File: src/rtl/input_debouncer_pkg.sv
// Shared types and constants for the input debouncer slice.
package debounce_pkg;

    typedef enum logic [1:0] {
        IDLE_LOW  = 2'd0,
        WAIT_HIGH = 2'd1,
        IDLE_HIGH = 2'd2,
        WAIT_LOW  = 2'd3
    } deb_state_t;

    localparam int unsigned DEB_SYNC_STAGES = 2;

endpackage

File: src/rtl/input_debouncer_if.sv
// Signal bundle between the raw input source and the debouncer.
interface input_debouncer_if;
    import debounce_pkg::*;

    logic din;
    logic dout;
    logic rise_pulse;
    logic fall_pulse;
    logic busy;

    modport master (
        output din,
        input  dout,
        input  rise_pulse,
        input  fall_pulse,
        input  busy
    );

    modport slave (
        input  din,
        output dout,
        output rise_pulse,
        output fall_pulse,
        output busy
    );
endinterface

File: src/rtl/input_debouncer_sync.sv
// Two-flop synchronizer for an asynchronous level input.
module sync_2ff
    import debounce_pkg::*;
(
    input  logic clk,
    input  logic reset,
    input  logic d,
    output logic q
);
    logic s1;

    // Shift the raw input through two flops to resolve metastability.
    always_ff @(posedge clk or posedge reset) begin
        if (reset) begin
            s1 <= 1'b0;
            q  <= 1'b0;
        end else begin
            s1 <= d;
            q  <= s1;
        end
    end
endmodule

File: src/rtl/input_debouncer.sv
// Debouncer: synchronizes a bouncy input, qualifies each level change over
// STABLE_CYCLES synced samples and emits registered edge pulses.
module input_debouncer
    import debounce_pkg::*;
#(
    parameter int unsigned STABLE_CYCLES = 4,
    parameter int unsigned CNT_W         = $clog2(STABLE_CYCLES + 1)
) (
    input  logic               clk,
    input  logic               reset,
    input_debouncer_if.slave   bus
);
    if (STABLE_CYCLES < 2) begin : g_param_check
        $fatal(1, "input_debouncer: STABLE_CYCLES must be at least 2");
    end

    localparam logic [CNT_W-1:0] CNT_LAST = CNT_W'(STABLE_CYCLES - 1);

    logic             s2;
    deb_state_t       state, state_nxt;
    logic [CNT_W-1:0] cnt, cnt_nxt;
    logic             dout_r, dout_nxt;
    logic             rise_r, rise_nxt;
    logic             fall_r, fall_nxt;

    sync_2ff u_sync (
        .clk   (clk),
        .reset (reset),
        .d     (bus.din),
        .q     (s2)
    );

    // Next-state: count consecutive synced samples that disagree with dout.
    always_comb begin
        state_nxt = state;
        cnt_nxt   = '0;
        dout_nxt  = dout_r;
        rise_nxt  = 1'b0;
        fall_nxt  = 1'b0;
        unique case (state)
            IDLE_LOW: begin
                if (s2) begin
                    state_nxt = WAIT_HIGH;
                    cnt_nxt   = CNT_W'(1);
                end
            end
            WAIT_HIGH: begin
                if (!s2) begin
                    state_nxt = IDLE_LOW;
                end else if (cnt == CNT_LAST) begin
                    state_nxt = IDLE_HIGH;
                    dout_nxt  = 1'b1;
                    rise_nxt  = 1'b1;
                end else begin
                    cnt_nxt = cnt + CNT_W'(1);
                end
            end
            IDLE_HIGH: begin
                if (!s2) begin
                    state_nxt = WAIT_LOW;
                    cnt_nxt   = CNT_W'(1);
                end
            end
            WAIT_LOW: begin
                if (s2) begin
                    state_nxt = IDLE_HIGH;
                end else if (cnt == CNT_LAST) begin
                    state_nxt = IDLE_LOW;
                    dout_nxt  = 1'b0;
                    fall_nxt  = 1'b1;
                end else begin
                    cnt_nxt = cnt + CNT_W'(1);
                end
            end
            default: begin
                state_nxt = IDLE_LOW;
            end
        endcase
    end

    // Register FSM state, qualification counter, level and pulses.
    always_ff @(posedge clk or posedge reset) begin
        if (reset) begin
            state  <= IDLE_LOW;
            cnt    <= '0;
            dout_r <= 1'b0;
            rise_r <= 1'b0;
            fall_r <= 1'b0;
        end else begin
            state  <= state_nxt;
            cnt    <= cnt_nxt;
            dout_r <= dout_nxt;
            rise_r <= rise_nxt;
            fall_r <= fall_nxt;
        end
    end

    assign bus.dout       = dout_r;
    assign bus.rise_pulse = rise_r;
    assign bus.fall_pulse = fall_r;
    assign bus.busy       = (state == WAIT_HIGH) || (state == WAIT_LOW);
endmodule

File: src/flat_wrapper.sv
// flat-port wrapper written by rule: the top's interface ports become plain ports
module input_debouncer_flat import debounce_pkg::*;
#(
    parameter int unsigned STABLE_CYCLES = 4,
    parameter int unsigned CNT_W         = $clog2(STABLE_CYCLES + 1)
)
  (clk, reset, bus_din, bus_dout, bus_rise_pulse, bus_fall_pulse, bus_busy);
  input_debouncer_if bus_i ();
  input  logic clk;
  input  logic reset;
  input wire logic [$bits(bus_i.din)-1:0] bus_din;
  output wire logic [$bits(bus_i.dout)-1:0] bus_dout;
  output wire logic [$bits(bus_i.rise_pulse)-1:0] bus_rise_pulse;
  output wire logic [$bits(bus_i.fall_pulse)-1:0] bus_fall_pulse;
  output wire logic [$bits(bus_i.busy)-1:0] bus_busy;
  assign bus_i.din = bus_din;
  assign bus_dout = bus_i.dout;
  assign bus_rise_pulse = bus_i.rise_pulse;
  assign bus_fall_pulse = bus_i.fall_pulse;
  assign bus_busy = bus_i.busy;
  input_debouncer #(.STABLE_CYCLES(STABLE_CYCLES), .CNT_W(CNT_W)) u_core (.clk(clk), .reset(reset), .bus(bus_i));
endmodule
File: config.mk
export PLATFORM = sky130hd
export DESIGN_NAME = input_debouncer_flat
export DESIGN_NICKNAME = d
export VERILOG_FILES = /design/src/rtl/input_debouncer_pkg.sv /design/src/rtl/input_debouncer_if.sv /design/src/rtl/input_debouncer_sync.sv /design/src/rtl/input_debouncer.sv /design/src/flat_wrapper.sv
export SDC_FILE = /design/constraint.sdc
export NUM_CORES = 1
export LEC_CHECK = 0
export ABC_CLOCK_PERIOD_IN_PS = 3300
export CORE_AREA = 5 5 42 44
export CTS_BUF_LIST = sky130_fd_sc_hd__clkbuf_2
export DETAILED_ROUTE_END_ITERATION = 12
export DIE_AREA = 0 0 47 49
export PLACE_DENSITY_LB_ADDON = 0.08
export SLEW_MARGIN = 30
export SYNTH_ARGS = -nofsm -noshare
export SYNTH_HDL_FRONTEND = slang
export SYNTH_SLANG_ARGS = --single-unit
File: constraint.sdc
create_clock -name clk -period 3.3 [get_ports clk]
set_clock_uncertainty 0.15 [all_clocks]
set_input_delay 0.66 -clock clk [delete_from_list [all_inputs] [get_ports clk]]
set_output_delay 0.66 -clock clk [all_outputs]
set_load 0.02 [all_outputs]
**Yosys cells after proc, flatten, opt, wreduce, memory -nomap -nowiden**

Cells that the tools add are included.

- Bits in registers: 10
- Output and inout port bits: 4
- Word-level logic and storage cells: 48

- Add/sub/neg operators: 1
- Eq/ne operators: 12
- Mux-type cells: 23
- Reductions and logical operators: 5

Operators with widths:

| cell | number |
|---|---|
| 2-bit 2-to-1 mux | 6 |
| 3-bit case mux with 4 select lines | 1 |
| 1-bit 2-to-1 mux | 11 |
| 3-bit 2-to-1 mux | 3 |
| 2-bit != test, second input constant | 4 |
| 2-bit case mux with 4 select lines | 1 |
| 3-bit by 2-bit != test with 1-bit output, second input constant | 2 |
| 5-bit AND reduction | 1 |
| 2-bit == test, second input constant | 2 |
| 2-bit by 1-bit != test with 1-bit output, second input constant | 2 |
| 4-bit AND reduction | 1 |
| 3-bit by 1-bit adder with 3-bit output, second input constant | 1 |
| 3-bit by 2-bit == test with 1-bit output, second input constant | 1 |
| 2-bit by 1-bit == test with 1-bit output, second input constant | 1 |
| 2-bit zero test | 1 |
| 1-bit case mux with 2 select lines | 1 |
| 2-bit nonzero test | 1 |
| 1-bit logical OR | 1 |

**Longest topological paths before layout**

Gate-level depths: netlist of the first run.

- Word-level depth: 4
- Depth in mapped cells: 4
- Gate-level depth less buffers: 4

**Cells and area by module**

From an unflattened synthesis of the first run, not the netlist that was laid out.

- Cells, all modules: 29
- Area total of the unflattened synthesis: 389.1 um^2

Modules (own cells, without submodules):

| module | times used | cells each | area an instance (um^2) |
|---|---|---|---|
| input_debouncer | 1 | 26 | 335.3 |
| sync_2ff | 1 | 3 | 53.8 |

**Worst setup path after synthesis of the first run**

Ideal clock, no wire load.

- Path type: flip-flop to output port
- Start: register u_core.state[0]
- End: output port bus_busy
- Arrival time: 681 ps
- Slack: 1809 ps
- Cell stages (with the launch flop): 2
- Buffers on the path: 1
- Cells stage by stage: dfrtp_1 clkbuf_1

- Cells in the longest elaborated chain, start to end: 2
- Elaborated cells between the ends (all ways): 3
- Classes of those cells: eq/ne: 2; reduce/logical: 1

RTL lines:

| element | RTL line | RTL |
|---|---|---|
| start, declared | input_debouncer.sv:20 | `deb_state_t state, state_nxt;` |
| start signal, assigned | input_debouncer.sv:90 | `state <= state_nxt;` |
| 2-bit by 1-bit == test with 1-bit output / 2-bit == test (equally long branches) | input_debouncer.sv:101 | `assign bus.busy = (state == WAIT_HIGH) \|\| (state == WAIT_LOW);` |
| 1-bit logical OR * | input_debouncer.sv:101 |  |
| end, declared | flat_wrapper.sv:15 | `output wire logic [$bits(bus_i.busy)-1:0] bus_busy;` |

Mark *: on every way between the ends. The rest lies on a longest branch, timed or not.

**Final worst setup path of the first run**

Ends and elaborated chain as after synthesis.

==> impl_metrics.ini, run 1 <==
[synthesis]
seq_area_frac_synth_pct = 64.31
ys_ff_latch = 10
synth-edff-count = 0
synth_nets = 31
synth.avg_cell_area_um2 = 14.41
synth.distinct_cells = 14
yosysWarnings = 0
synthCells = 27
ys.flop_type = dfrtp_1
synth_area_um2 = 389.1
async_flop_share_pct = 100.0

[clocking]
cts_buffers = 3
worst_skew_pair.late_latency_ns = 0.24
post_cts_buffers = 0
clockRootBuffer = clkbuf_2
clockBufferDepth = 2
cts.sinks = 10
htreeDepth = 1
cts_resized = 0
cts-hold-fix-buffers = 0
clk_pin_slew_ns = 0.08
cts_tree = built

[layout]
drive_above_1_share_pct = 20.00
area_growth_pct = 23.47
multi_input_area_um2 = 131.4
final_nets = 41
fill_cells = 142
final_common_cell = dfrtp_1
layout_common_cells = dfrtp_1 (10), clkdlybuf4s50_1 (6), clkbuf_2 (3)
n_antenna_cell = 0
register_area_um2 = 250.2

[critical_path]
path_max_fanout = 6
crit_path_end_kind = primary output
crit_required_ns = 2.49
crit_buf_inv = 1
cpMaxStageDelayCell = clkdlybuf4s50_1
path_cells = clkdlybuf4s50_1
path_depth = 1
crit_family = buffers and inverters
reg2reg_from = u_core.cnt[0]
max_stage_delay_ns = 0.65
path_class = register to primary output
setup.worst_path.start = u_core.state[0]
arrival_ns = 1.37
rr_worst_depth = 3
crit_path_start_kind = register

[grt]
grt_pass1_wl_um = 931
track_usage_pct = 6.553
grt_max_degree = 11
grt_overflow = 0
grt_pass1_vias = 208
antenna_found_initial = 0

[sta]
setup_slack_ns = 1.123
hold_viol = 0
max-slew-margin-rel_pct = 75.97
fmax_ghz = 0.4593
drv_slew = 0
tns_ns = 0
min_period_over_period_pct = 65.97
final.min_clock_period_ns = 2.177
tightest_slew_ns = 0.3601
rsz0062_at_grt = false
setup_violations = 0

[floorplan]
fp.dieH_um = 49
rows = 14
start_util_pct = 27.77
die_w_um = 47
coreArea_um2 = 1401
die_area_um2 = 2303
io-pin-count = 7

[route]
first_pass_iters = 2
routed_wl_um = 575
wl_per_cell_um = 11.27
drc_errors = 0
drtIter0Drc = 3
viasPerCell = 4.471
ant_nets = 0
via_count = 228

[pwr]
p_leak_uw = 0.0002123
powerDensity_nw_per_um2 = 679.0
peakVddDrop_uv = 309.0

[placement]
pre_cts_ws_ns = 1.381
gp_congestion = 0.6361
dp_hpwl_um = 458.9
portBuffers = 6

[job]
drv_cap = 0

[worst_hold_path]
min_path_type = register to register
hold-path-cell-count = 0
hp-start = u_core.u_sync.s1

[run_status]
status = finished clean
synthesized netlist by cell type, types with 2 or more instances:
cell / instances / area share [%]
nor3b_2: 2 / 6.4
o21ai_0: 2 / 2.6
a21oi_1: 2 / 2.6
nor3b_1: 2 / 3.9
dfrtp_1: 10 / 64
worst paths after layout:
path	to	slack (ns)
min in group asynchronous	async pin	0.52
setup / recovery	bus_busy	1.12
setup reg to reg	register	1.94
hold reg to reg	u_core.u_sync.q	0.21
max in group asynchronous	u_core.cnt[0]	2.22
hold / removal	u_core.u_sync.q	0.21
per-layer routing:
metal / routed length (µm) / up-vias / GRT usage (%)
met5: 0 / - / 0
met4: 36 / 0 / 8.295
met3: 26 / 5 / 3.321
met2: 290 / 5 / 8.145
met1: 222 / 109 / 6.606
li1: - / 109 / -
report_power, final:
group / internal [µW] / switching (µW) / total, µW
registers: 148 / 26.7 / 175
clock network: 24.8 / 36.3 / 61.1
logic: 49.7 / 40.5 / 90.1
total: 223 / 104 / 326
cell type report:
class,instances,area share [%]
Sequential cell,10,52.08
Clock buffer,3,3.125
Inverter,1,0.7812
Multi-Input combinational cell,15,27.34
Tap cell,16,4.167
Timing Repair Buffer,6,12.50
per-stage QoR:
stage                     cells  hold slack, ns  utilization (%)  cell area (µm²)  total power, µW
final                        51          0.2101            34.29            480.5            326.2
after global placement       48          0.1969            33.21            465.4            267.5
after floorplan              27          0.1812                -            389.1            242.8
after global routing         51          0.2248            34.29            480.5            348.7
after detailed placement     48          0.1991            33.21            465.4            270.7
after CTS                    51          0.2186            34.29            480.5            334.1
registers in the layout, summed over array words and instances (netlist names), named ones only:
signal,count
u_core.bus.dout,1
u_core.u_sync.s1,1
u_core.cnt,3
u_core.u_sync.q,1
u_core.state,1
u_core.bus.rise_pulse,1
u_core.bus.fall_pulse,1
cells by family after synthesis:
logic type | after synthesis | synth area share, %
AND/OR/NAND/NOR | 7 | 18.65
adder cells (fa/ha/maj) | 1 | 3.215
flip-flops | 10 | 64.31
multiplexers | 1 | 2.894
XOR/XNOR | 1 | 2.251
buffers and inverters | 2 | 1.927
AO/OA/AOI/OAI | 5 | 6.754
(Power assumes the default switching activity.)
==> run 2: changes to the inputs <==
--- a/config.mk
+++ b/config.mk
@@ -5,7 +5,7 @@
 export SDC_FILE = /design/constraint.sdc
 export NUM_CORES = 1
 export LEC_CHECK = 0
-export ABC_CLOCK_PERIOD_IN_PS = 3300
+export ABC_CLOCK_PERIOD_IN_PS = 2200
 export CORE_AREA = 5 5 42 44
 export CTS_BUF_LIST = sky130_fd_sc_hd__clkbuf_2
 export DETAILED_ROUTE_END_ITERATION = 12
==> constraint.sdc (replaced) <==
create_clock -name clk -period 2.2 [get_ports clk]
set_clock_uncertainty 0.15 [all_clocks]
set_input_delay 0.44 -clock clk [delete_from_list [all_inputs] [get_ports clk]]
set_output_delay 0.44 -clock clk [all_outputs]
set_load 0.02 [all_outputs]
==> results of run 2 <==
The final DEF is identical to that of run 1. Status: finished clean.
Among the figures that moved: setup slack after placement 1.381 ns -> 0.5014 ns; setup slack after layout 1.123 ns -> 0.2429 ns; register-to-register setup slack 1.94 ns -> 0.84 ns; total power 326.2 µW -> 489.3 µW; worst IR drop on VDD 309.0 µV -> 463.5 µV
